===== src/rtl/mem_pkg.sv =====
// Shared definitions for the memory stage: opcodes, pipeline-register layouts and FSM states.
package mem_pkg;

  localparam int unsigned XLEN     = 32;
  localparam int unsigned REG_W    = 5;
  localparam int unsigned OP_W     = 6;
  localparam int unsigned WE_W     = 4;
  localparam int unsigned IMM_W    = 32;
  localparam int unsigned EX_MEM_W = 149;
  localparam int unsigned MEM_WB_W = 83;

  localparam logic [OP_W-1:0] OP_LB  = 6'd10;
  localparam logic [OP_W-1:0] OP_LH  = 6'd11;
  localparam logic [OP_W-1:0] OP_LW  = 6'd12;
  localparam logic [OP_W-1:0] OP_LBU = 6'd13;
  localparam logic [OP_W-1:0] OP_LHU = 6'd14;
  localparam logic [OP_W-1:0] OP_SB  = 6'd15;
  localparam logic [OP_W-1:0] OP_SH  = 6'd16;
  localparam logic [OP_W-1:0] OP_SW  = 6'd17;

  // Field order MSB..LSB fixes the bit positions of reg_ex_mem (pc at [31:0] .. ctrl_we at [148]).
  typedef struct packed {
    logic             ctrl_we;
    logic [OP_W-1:0]  opcode;
    logic [IMM_W-1:0] imm;
    logic [WE_W-1:0]  we;
    logic [REG_W-1:0] rs2;
    logic [REG_W-1:0] rs1;
    logic [XLEN-1:0]  rv2;
    logic [XLEN-1:0]  alu_out;
    logic [XLEN-1:0]  pc;
  } ex_mem_t;

  // reg_mem_wb layout: pc at [31:0] .. err at [82].
  typedef struct packed {
    logic             err;
    logic             valid;
    logic             ctrl_we;
    logic [OP_W-1:0]  opcode;
    logic [REG_W-1:0] rs2;
    logic [REG_W-1:0] rs1;
    logic [XLEN-1:0]  wb_data;
    logic [XLEN-1:0]  pc;
  } mem_wb_t;

  typedef enum logic [1:0] {ST_IDLE, ST_REQ, ST_RESP} state_t;

  function automatic logic is_mem_op(input logic [OP_W-1:0] op);
    return (op >= OP_LB) && (op <= OP_SW);
  endfunction

  function automatic logic is_load(input logic [OP_W-1:0] op);
    return (op >= OP_LB) && (op <= OP_LHU);
  endfunction

endpackage


===== src/rtl/mem_load_format.sv =====
// Load data formatting: byte/halfword lane select with sign or zero extension.
module mem_load_format
  import mem_pkg::*;
(
  input  logic [OP_W-1:0] i_opcode,
  input  logic [1:0]      i_addr,
  input  logic [XLEN-1:0] i_rdata,
  output logic [XLEN-1:0] o_data_c
);

  logic [7:0]  w_byte;
  logic [15:0] w_half;

  always_comb begin
    w_byte   = i_rdata[7:0];
    w_half   = i_addr[1] ? i_rdata[31:16] : i_rdata[15:0];
    o_data_c = i_rdata;
    case (i_addr)
      2'd1:    w_byte = i_rdata[15:8];
      2'd2:    w_byte = i_rdata[23:16];
      2'd3:    w_byte = i_rdata[31:24];
      default: w_byte = i_rdata[7:0];
    endcase
    case (i_opcode)
      OP_LB:   o_data_c = {{24{w_byte[7]}}, w_byte};
      OP_LBU:  o_data_c = {24'd0, w_byte};
      OP_LH:   o_data_c = {{16{w_half[15]}}, w_half};
      OP_LHU:  o_data_c = {16'd0, w_half};
      OP_LW:   o_data_c = i_rdata;
      default: o_data_c = i_rdata;
    endcase
  end

endmodule


===== src/rtl/mem_stage.sv =====
// Memory-access pipeline stage: issues loads/stores over req/ready, stalls execute, formats load data.
// Optional misaligned-access trap enabled by defining MEM_MISALIGN_TRAP_EN.
module mem_stage
  import mem_pkg::*;
#(
  parameter int unsigned TIMEOUT_CYCLES = 16
) (
  input  logic                clk,
  input  logic                rst_n,
  input  logic [EX_MEM_W-1:0] reg_ex_mem,
  output logic                ex_mem_stall,
  output logic [MEM_WB_W-1:0] reg_mem_wb,
  output logic                dmem_req,
  output logic [XLEN-1:0]     dmem_addr,
  output logic [WE_W-1:0]     dmem_we,
  output logic [XLEN-1:0]     dmem_wdata,
  input  logic                dmem_ready,
  input  logic [XLEN-1:0]     dmem_rdata,
  output logic                bus_err,
  output logic                misalign_err
);

  localparam int unsigned CNT_W = $clog2(TIMEOUT_CYCLES + 1);

  ex_mem_t          w_ex;
  mem_wb_t          w_wb, r_wb;
  state_t           r_state, w_next;
  logic [CNT_W-1:0] r_cnt;
  logic [XLEN-1:0]  r_addr, r_wdata, r_rdata, w_wdata, w_load;
  logic [WE_W-1:0]  r_we;
  logic             r_err, r_misalign, w_misalign, w_mis_pulse, w_bus_err;
  logic             w_unused_imm;

  assign w_ex         = reg_ex_mem;
  assign w_unused_imm = ^w_ex.imm;

  assign reg_mem_wb   = r_wb;
  assign dmem_req     = (r_state == ST_REQ);
  assign dmem_addr    = r_addr;
  assign dmem_we      = r_we;
  assign dmem_wdata   = r_wdata;
  assign bus_err      = w_bus_err;
  assign misalign_err = r_misalign;

`ifdef MEM_MISALIGN_TRAP_EN
  always_comb begin
    case (w_ex.opcode)
      OP_LH, OP_LHU, OP_SH: w_misalign = w_ex.alu_out[0];
      OP_LW, OP_SW:         w_misalign = |w_ex.alu_out[1:0];
      default:              w_misalign = 1'b0;
    endcase
  end
`else
  assign w_misalign = 1'b0;
`endif

  // Store lane replication
  always_comb begin
    case (w_ex.opcode)
      OP_SB:   w_wdata = {4{w_ex.rv2[7:0]}};
      OP_SH:   w_wdata = {2{w_ex.rv2[15:0]}};
      default: w_wdata = w_ex.rv2;
    endcase
  end

  mem_load_format u_load_format (
    .i_opcode (w_ex.opcode),
    .i_addr   (w_ex.alu_out[1:0]),
    .i_rdata  (r_rdata),
    .o_data_c (w_load)
  );

  always_ff @(posedge clk or negedge rst_n) begin
    if (!rst_n) r_state <= ST_IDLE;
    else        r_state <= w_next;
  end

  // Next state, stall, timeout and the write-back record for this cycle
  always_comb begin
    w_next       = r_state;
    ex_mem_stall = 1'b0;
    w_bus_err    = 1'b0;
    w_mis_pulse  = 1'b0;
    w_wb         = '0;
    case (r_state)
      ST_IDLE: begin
        if (is_mem_op(w_ex.opcode)) begin
          ex_mem_stall = 1'b1;
          w_mis_pulse  = w_misalign;
          w_next       = w_misalign ? ST_RESP : ST_REQ;
        end else begin
          w_wb.pc      = w_ex.pc;
          w_wb.wb_data = w_ex.alu_out;
          w_wb.rs1     = w_ex.rs1;
          w_wb.rs2     = w_ex.rs2;
          w_wb.opcode  = w_ex.opcode;
          w_wb.ctrl_we = w_ex.ctrl_we;
          w_wb.valid   = 1'b1;
        end
      end
      ST_REQ: begin
        ex_mem_stall = 1'b1;
        if (dmem_ready) begin
          w_next = ST_RESP;
        end else if (r_cnt == CNT_W'(TIMEOUT_CYCLES - 1)) begin
          w_bus_err = 1'b1;
          w_next    = ST_RESP;
        end
      end
      ST_RESP: begin
        w_next      = ST_IDLE;
        w_wb.pc     = w_ex.pc;
        w_wb.rs1    = w_ex.rs1;
        w_wb.rs2    = w_ex.rs2;
        w_wb.opcode = w_ex.opcode;
        w_wb.valid  = 1'b1;
        if (r_err) begin
          w_wb.err = 1'b1;
        end else begin
          w_wb.ctrl_we = w_ex.ctrl_we;
          w_wb.wb_data = is_load(w_ex.opcode) ? w_load : w_ex.alu_out;
        end
      end
      default: w_next = ST_IDLE;
    endcase
  end

  // Bus drive registers, timeout counter, read-data latch and error flag
  always_ff @(posedge clk or negedge rst_n) begin
    if (!rst_n) begin
      r_wb       <= '0;
      r_cnt      <= '0;
      r_addr     <= '0;
      r_we       <= '0;
      r_wdata    <= '0;
      r_rdata    <= '0;
      r_err      <= 1'b0;
      r_misalign <= 1'b0;
    end else begin
      r_wb       <= w_wb;
      r_misalign <= w_mis_pulse;
      case (r_state)
        ST_IDLE: begin
          r_cnt <= '0;
          r_err <= w_misalign;
          if (w_next == ST_REQ) begin
            r_addr  <= w_ex.alu_out;
            r_we    <= w_ex.we;
            r_wdata <= w_wdata;
          end
        end
        ST_REQ: begin
          r_cnt <= r_cnt + CNT_W'(1);
          if (w_next == ST_RESP) begin
            r_addr  <= '0;
            r_we    <= '0;
            r_wdata <= '0;
            r_err   <= w_bus_err;
            if (dmem_ready) r_rdata <= dmem_rdata;
          end
        end
        default: ;
      endcase
    end
  end

endmodule


===== config.mk =====
export PLATFORM = sky130hd
export DESIGN_NAME = mem_stage
export DESIGN_NICKNAME = d
export VERILOG_FILES = /design/src/rtl/mem_pkg.sv /design/src/rtl/mem_load_format.sv /design/src/rtl/mem_stage.sv
export SDC_FILE = /design/constraint.sdc
export NUM_CORES = 1
export LEC_CHECK = 0
export CORE_UTILIZATION = 46
export CTS_CLUSTER_SIZE = 28
export DETAILED_ROUTE_END_ITERATION = 8
export PLACE_DENSITY = 0.86
export RECOVER_POWER = 25
export SLEW_MARGIN = 25
export SYNTH_ARGS = -nofsm -noshare
export SYNTH_HDL_FRONTEND = slang
export SYNTH_SLANG_ARGS = --single-unit
export TNS_END_PERCENT = 50

===== constraint.sdc =====
create_clock -name clk -period 4.2 [get_ports clk]
set_input_delay 0.84 -clock clk [delete_from_list [all_inputs] [get_ports clk]]
set_output_delay 0.84 -clock clk [all_outputs]
set_load 0.02 [all_outputs]

* Word-level counts from Yosys, hierarchy flattened
Index checks and enable logic that the tools add are counted.
Storage, ports and cells: register bits 191, word-level logic and storage cells 73
Operators by class: add/subtract/negate cells 1, $lt $le $gt $ge 3, equal/unequal tests 16, mux-type cells 31, reduce and logical (&&, ||, !) cells 7
Operator list (number):
- $pmux W32 S2 | 3
- $pmux W82 S2 | 1
- $mux W32 | 5
- $pmux W32 S4 | 1
- $mux W82 | 1
- $eq A6 B4 Y1 const B | 5
- $pmux W8 S3 | 1
- $mux W16 | 1
- $pmux W5 S2 | 1
- $eq A2 B2 Y1 const B | 4
- $mux W1 | 8
- $mux W4 | 2
- $pmux W4 S2 | 1
- $eq A2 B1 Y1 const B | 3
- $eq A6 B5 Y1 const B | 1
- $ge A6 B4 Y1 const B | 1
- $le A6 B4 Y1 const B | 1
- $le A6 B5 Y1 const B | 1
- $mux W2 | 3
- $reduce_and A3 Y1 | 2
- $add A5 B1 Y5 const B | 1
- $eq A5 B4 Y1 const B | 1
- $pmux W1 S2 | 2
- $pmux W2 S2 | 1
- 6 further kinds | 7

* Logic depth before layout (Yosys ltp)
depth in word-level cells 7, gate-level depth with buffers 8, gate-level depth less buffers 6

* By module
Synthesis repeated with hierarchy kept, for this count alone.
Second synthesis, totals: cell total of the unflattened synthesis 592, area, all modules 7955.1 µm²
By module, submodules not included:
- mem_stage | times used 1, cells an instance 492, area an instance 7149.4 µm²
- mem_load_format | times used 1, cells an instance 100, area an instance 805.8 µm²

* Worst setup path after synthesis
Ideal clock, no wire load.
path kind input to output, start point input reg_ex_mem[144], end point output ex_mem_stall, data arrival time 2.048 ns, required time 3.360 ns, slack 1.312 ns, stages 5, buffers on the path 0, cells stage by stage or4b_1 -> o21ai_0 -> and2_1 -> nor2_1 -> nor2_1
On the way: word-level cells in the longest chain between the ends 4, elaborated cells on any way between the ends 5, classes of those cells 2 x order compare; 2 x mux; 1 x reduce/logical
RTL lines:
- start: declaration | line mem_stage.sv:10 | input logic [EX_MEM_W-1:0] reg_ex_mem,
- $ge A6 B4 Y1 / $le A6 B5 Y1 (equally long branches) | line mem_pkg.sv:49 | return (op >= OP_LB) && (op <= OP_SW);
- $logic_and A1 B1 Y1 (*) | line mem_pkg.sv:49
- $mux W1 (*) | line mem_stage.sv:87 | if (is_mem_op(w_ex.opcode)) begin
- $pmux W1 S2 (*) | line mem_stage.sv:85 | case (r_state)
- end: declaration | line mem_stage.sv:11 | output logic ex_mem_stall,
Mark *: on every way between the ends. The rest lies on a longest branch, timed or not.

* Worst setup path after layout
start point input reg_ex_mem[146], end point output ex_mem_stall
Same word-level chain as after synthesis.

==> PnR_summary.wiki <==
{| class="wikitable"
! Metric !! Value
|-
| Result of the run || finished, violations left
|-
| Failing checks || max-capacitance violations, max-slew violations
|-
| CTS tree || done
|-
| Longest Clk Path Bufs || 2
|-
| Timing startpoint of the critical path || reg_ex_mem[146]
|-
| Commonest cells after routing, fill and taps aside || 303 x sky130_fd_sc_hd__clkdlybuf4s50_1, 191 x sky130_fd_sc_hd__dfrtp_1, 135 x sky130_fd_sc_hd__nand2_1, 54 x sky130_fd_sc_hd__nand3_1, 48 x sky130_fd_sc_hd__and2_1
|-
| Post-placement cell area || 11400 um2
|-
| Antenna diode count || 0
|-
| Number of fillers in the final layout || 1291
|-
| Main area contributors after synthesis || sky130_fd_sc_hd__dfrtp_1 59%, sky130_fd_sc_hd__nand2_1 6.3%, sky130_fd_sc_hd__mux2_2 4.6%
|-
| Setup violations, final || 0
|-
| Fraction of registers with async set or reset after synthesis || 100%
|-
| Power Density || 479 nW/um2
|-
| Average wire length per cell after detail routing || 19.3 um
|-
| Number of maximum-capacitance violations || 1
|-
| Startpoint type of the worst setup path || input port
|-
| Iteration-0 DRC Markers || 348
|-
| Total number of nets in the final design || 1197
|-
| Most common cell after layout, fill and taps aside || sky130_fd_sc_hd__clkdlybuf4s50_1
|-
| Clock tree root buffer cell || sky130_fd_sc_hd__clkbuf_16
|-
| Final number of hold-violating endpoints || 0
|-
| Netlist cell types || 54
|-
| IO Port Bufs || 305
|-
| Relative slew slack || -41.5%
|-
| Remaining antenna violation count after routing || 0
|-
| GP Congestion || 0.856
|-
| Number of resized instances in the post-cts repair step || 0
|-
| # Post-CTS Setup Buffers || 0
|-
| Vias per cell || 5.44
|-
| Delay contributed by the slowest stage of the critical path || 0.64 ns
|-
| Post-route cell area || 11900 um2
|-
| Proportion of power drawn by flip-flops and latches || 43.8%
|-
| Die Height || 134 um
|-
| Element type at the critical path end || output pin
|-
| Area share of the leading cell type in the synthesized netlist || 59.2%
|-
| Post-detail-place hpwl || 17300 um
|-
| Number of synthesized register bits || 191
|-
| Unrepaired setup endpoints after global routing || no
|-
| Share of the cycle needed by the critical path after routing || 93.7%
|-
| Pins over their slew limit || 84
|-
| Vias || 6781
|-
| Worst Setup Path Type || input port to output pin
|-
| Post-layout total power || 5.70 mW
|-
| Antenna violations before repair || 0
|-
| Number of global-route vias before repair || 6870
|-
| Ys flop type || sky130_fd_sc_hd__dfrtp_1
|-
| Total track usage || 27.2%
|-
| Clock buffer count from CTS || 17
|-
| DIE AREA || 18100 um2
|-
| Fraction of layout instances using a drive strength above 1 || 11.2%
|-
| Critical hold path startpoint || dmem_addr[10]
|-
| Total routed wirelength || 24000 um
|-
| Cell chain of the critical path || clkdlybuf4s50_1 -> or4b_1 -> o21ai_0 -> and2_1 -> nor2_1 -> nor2_1 -> clkdlybuf4s50_1
|-
| Switch Pwr || 1.80 mW
|-
| Synthesis-to-finish area growth || 47.6%
|-
| Count of boundary I/O pins || 339
|-
| Number of core rows || 48
|-
| Post-CTS clock slew at the launch and capture registers of the worst setup and hold paths || 0.06 ns
|-
| Clock insertion delay at the later pin of the skew report || 0.43 ns
|-
| Sinks on the clock net || 191
|-
| Portion of total power attributed to combinational logic || 29.2%
|-
| Synth warnings || 0
|-
| Maximum number of pins on one net before global-route repair || 85
|-
| Internal || 3.91 mW
|-
| Post-synthesis instance total || 724
|-
| Net switching fraction of the power || 31.5%
|-
| Static leakage || 5.24 nW
|-
| Initial standard-cell utilization of the core || 46.8%
|-
| Core area || 17200 um2
|-
| Worst-path fanout max || 5
|-
| Largest area contributor in the synthesized netlist || sky130_fd_sc_hd__dfrtp_1
|-
| Cell Area, Synth || 8070 um2
|-
| Proportion of synthesized chip area in sequential cells || 59.2%
|-
| Instance count after placement with tap cells included || 1217
|-
| Die Wd || 134 um
|-
| Number of nets produced by synthesis || 910
|-
| Global-route wire length before repair || 37200 um
|-
| Hold/Removal Path Class || flop to flop
|-
| Post-route setup TNS || 0 ns
|-
| GRT overflow || 0
|-
| Clock share of power || 27.0%
|-
| Final critical-path required period || 3.93 ns
|-
| Synthesized area per cell || 11.1 um2
|-
| Number of enable-type register cells in the synthesized netlist || 0
|-
| Number of buffer and inverter stages on the critical path || 2
|-
| Arrival @ worst endpoint || 3.09 ns
|-
| Actual slew at the worst max-slew pin || 2.12 ns
|-
| Post-layout instance count excluding filler cells || 1247
|-
| DR pass1 iterations || 5
|-
| Count of hold-fix buffers inserted at cts || 0
|-
| Max Freq || 254 MHz
|-
| DRC violation count after routing || 0
|-
| IR drop worst, VDD || 0.329 mV
|-
| Delay-heaviest family, CP || buffers and inverters
|-
| Worst clock skew || 0.0125 ns
|-
| Reg2reg start || r_state[0]
|-
| Count of H-tree levels built during CTS || 4
|-
| Worst path slowest cell || sky130_fd_sc_hd__clkdlybuf4s50_1
|-
| Required time of the critical path || 3.36 ns
|}
[layer usage]
layer / track usage (%) / part of all wire [%] / up-vias
li1: - / - / 3105
met4: 10.4 / 2.7 / 0
met1: 34.6 / 42 / 3347
met5: 0 / 0 / -
met3: 7.56 / 6.8 / 37
met2: 44.4 / 49 / 292
[area by class of cell]
type | count | area [um2] | area share [%]
sequential | 191 | 4780 | 40.1
timing repair buffer | 319 | 3170 | 26.6
multi-input combinational | 475 | 3100 | 26.1
clock buffer | 19 | 443 | 3.72
tap | 225 | 282 | 2.36
clock inverter | 11 | 110 | 0.925
inverter | 7 | 26.3 | 0.221
[registers in the layout, indices dropped and copies added (netlist names)]
register,cells
dmem_addr,32
dmem_wdata,32
dmem_we,4
r_cnt,5
r_err,1
r_rdata,32
r_state,2
reg_mem_wb,83
[kinds of logic after synthesis]
group                    Yosys count  share of synthesized area, %
buffers and inverters             58                          2.88
adder cells (fa/ha/maj)            2                         0.310
XOR/XNOR                           2                         0.217
flip-flops                       191                          59.2
other                              1                        0.0465
AO/OA/AOI/OAI                    123                          11.5
multiplexers                      58                          8.95
AND/OR/NAND/NOR                  289                          16.8
[synth_stat cells (14+ instances only)]
master                      instances
sky130_fd_sc_hd__a21oi_1           21
sky130_fd_sc_hd__a31o_2            16
sky130_fd_sc_hd__and2_1            48
sky130_fd_sc_hd__clkbuf_1          37
sky130_fd_sc_hd__dfrtp_1          191
sky130_fd_sc_hd__mux2_2            33
sky130_fd_sc_hd__mux2i_1           17
sky130_fd_sc_hd__nand2_1          135
sky130_fd_sc_hd__nand3_1           55
sky130_fd_sc_hd__nor2_1            27
sky130_fd_sc_hd__o21ai_0           14
sky130_fd_sc_hd__o2bb2ai_1         25
[power by group through the flow]
| stage | registers (mW) | logic (mW) | clock network [mW] |
|---|---|---|---|
| final | 2.50 | 1.66 | 1.54 |
| after global placement | 2.50 | 1.63 | 0 |
| after CTS | 2.49 | 1.67 | 1.57 |
| after floorplan | 2.73 | 0.549 | 0 |
| after global routing | 2.53 | 1.78 | 1.65 |
| after detailed placement | 2.52 | 1.67 | 0 |
[metrics by stage]
step                      hold slack [ns]  utilization [%]  setup WS (ns)
after floorplan                     0.479                -           1.31
after global placement              0.479             65.9          0.290
after detailed placement            0.483             65.9          0.280
after CTS                           0.473             69.1          0.276
after global routing                0.518             69.1          0.153
final                               0.497             69.1          0.266
[path summary, 6_finish.rpt]
check,to,slack (ns),cells past startpoint
setup reg to reg,reg_mem_wb[32],1.58,5
max in group asynchronous,dmem_addr[11],1.62,2
setup / recovery,ex_mem_stall,0.27,7
hold / removal,dmem_addr[10],0.50,2
hold reg to reg,dmem_addr[10],0.50,2
min in group asynchronous,dmem_addr[0],1.02,1
[worst register-to-register path, cell delays in order (launching register included)]
cell	delay [ns]
sky130_fd_sc_hd__dfrtp_1	0.56
sky130_fd_sc_hd__or3b_1	0.58
sky130_fd_sc_hd__or4_4	0.58
sky130_fd_sc_hd__nor2_1	0.46
sky130_fd_sc_hd__a22o_1	0.26
sky130_fd_sc_hd__a221o_1	0.12
(Power assumes the default switching activity.)
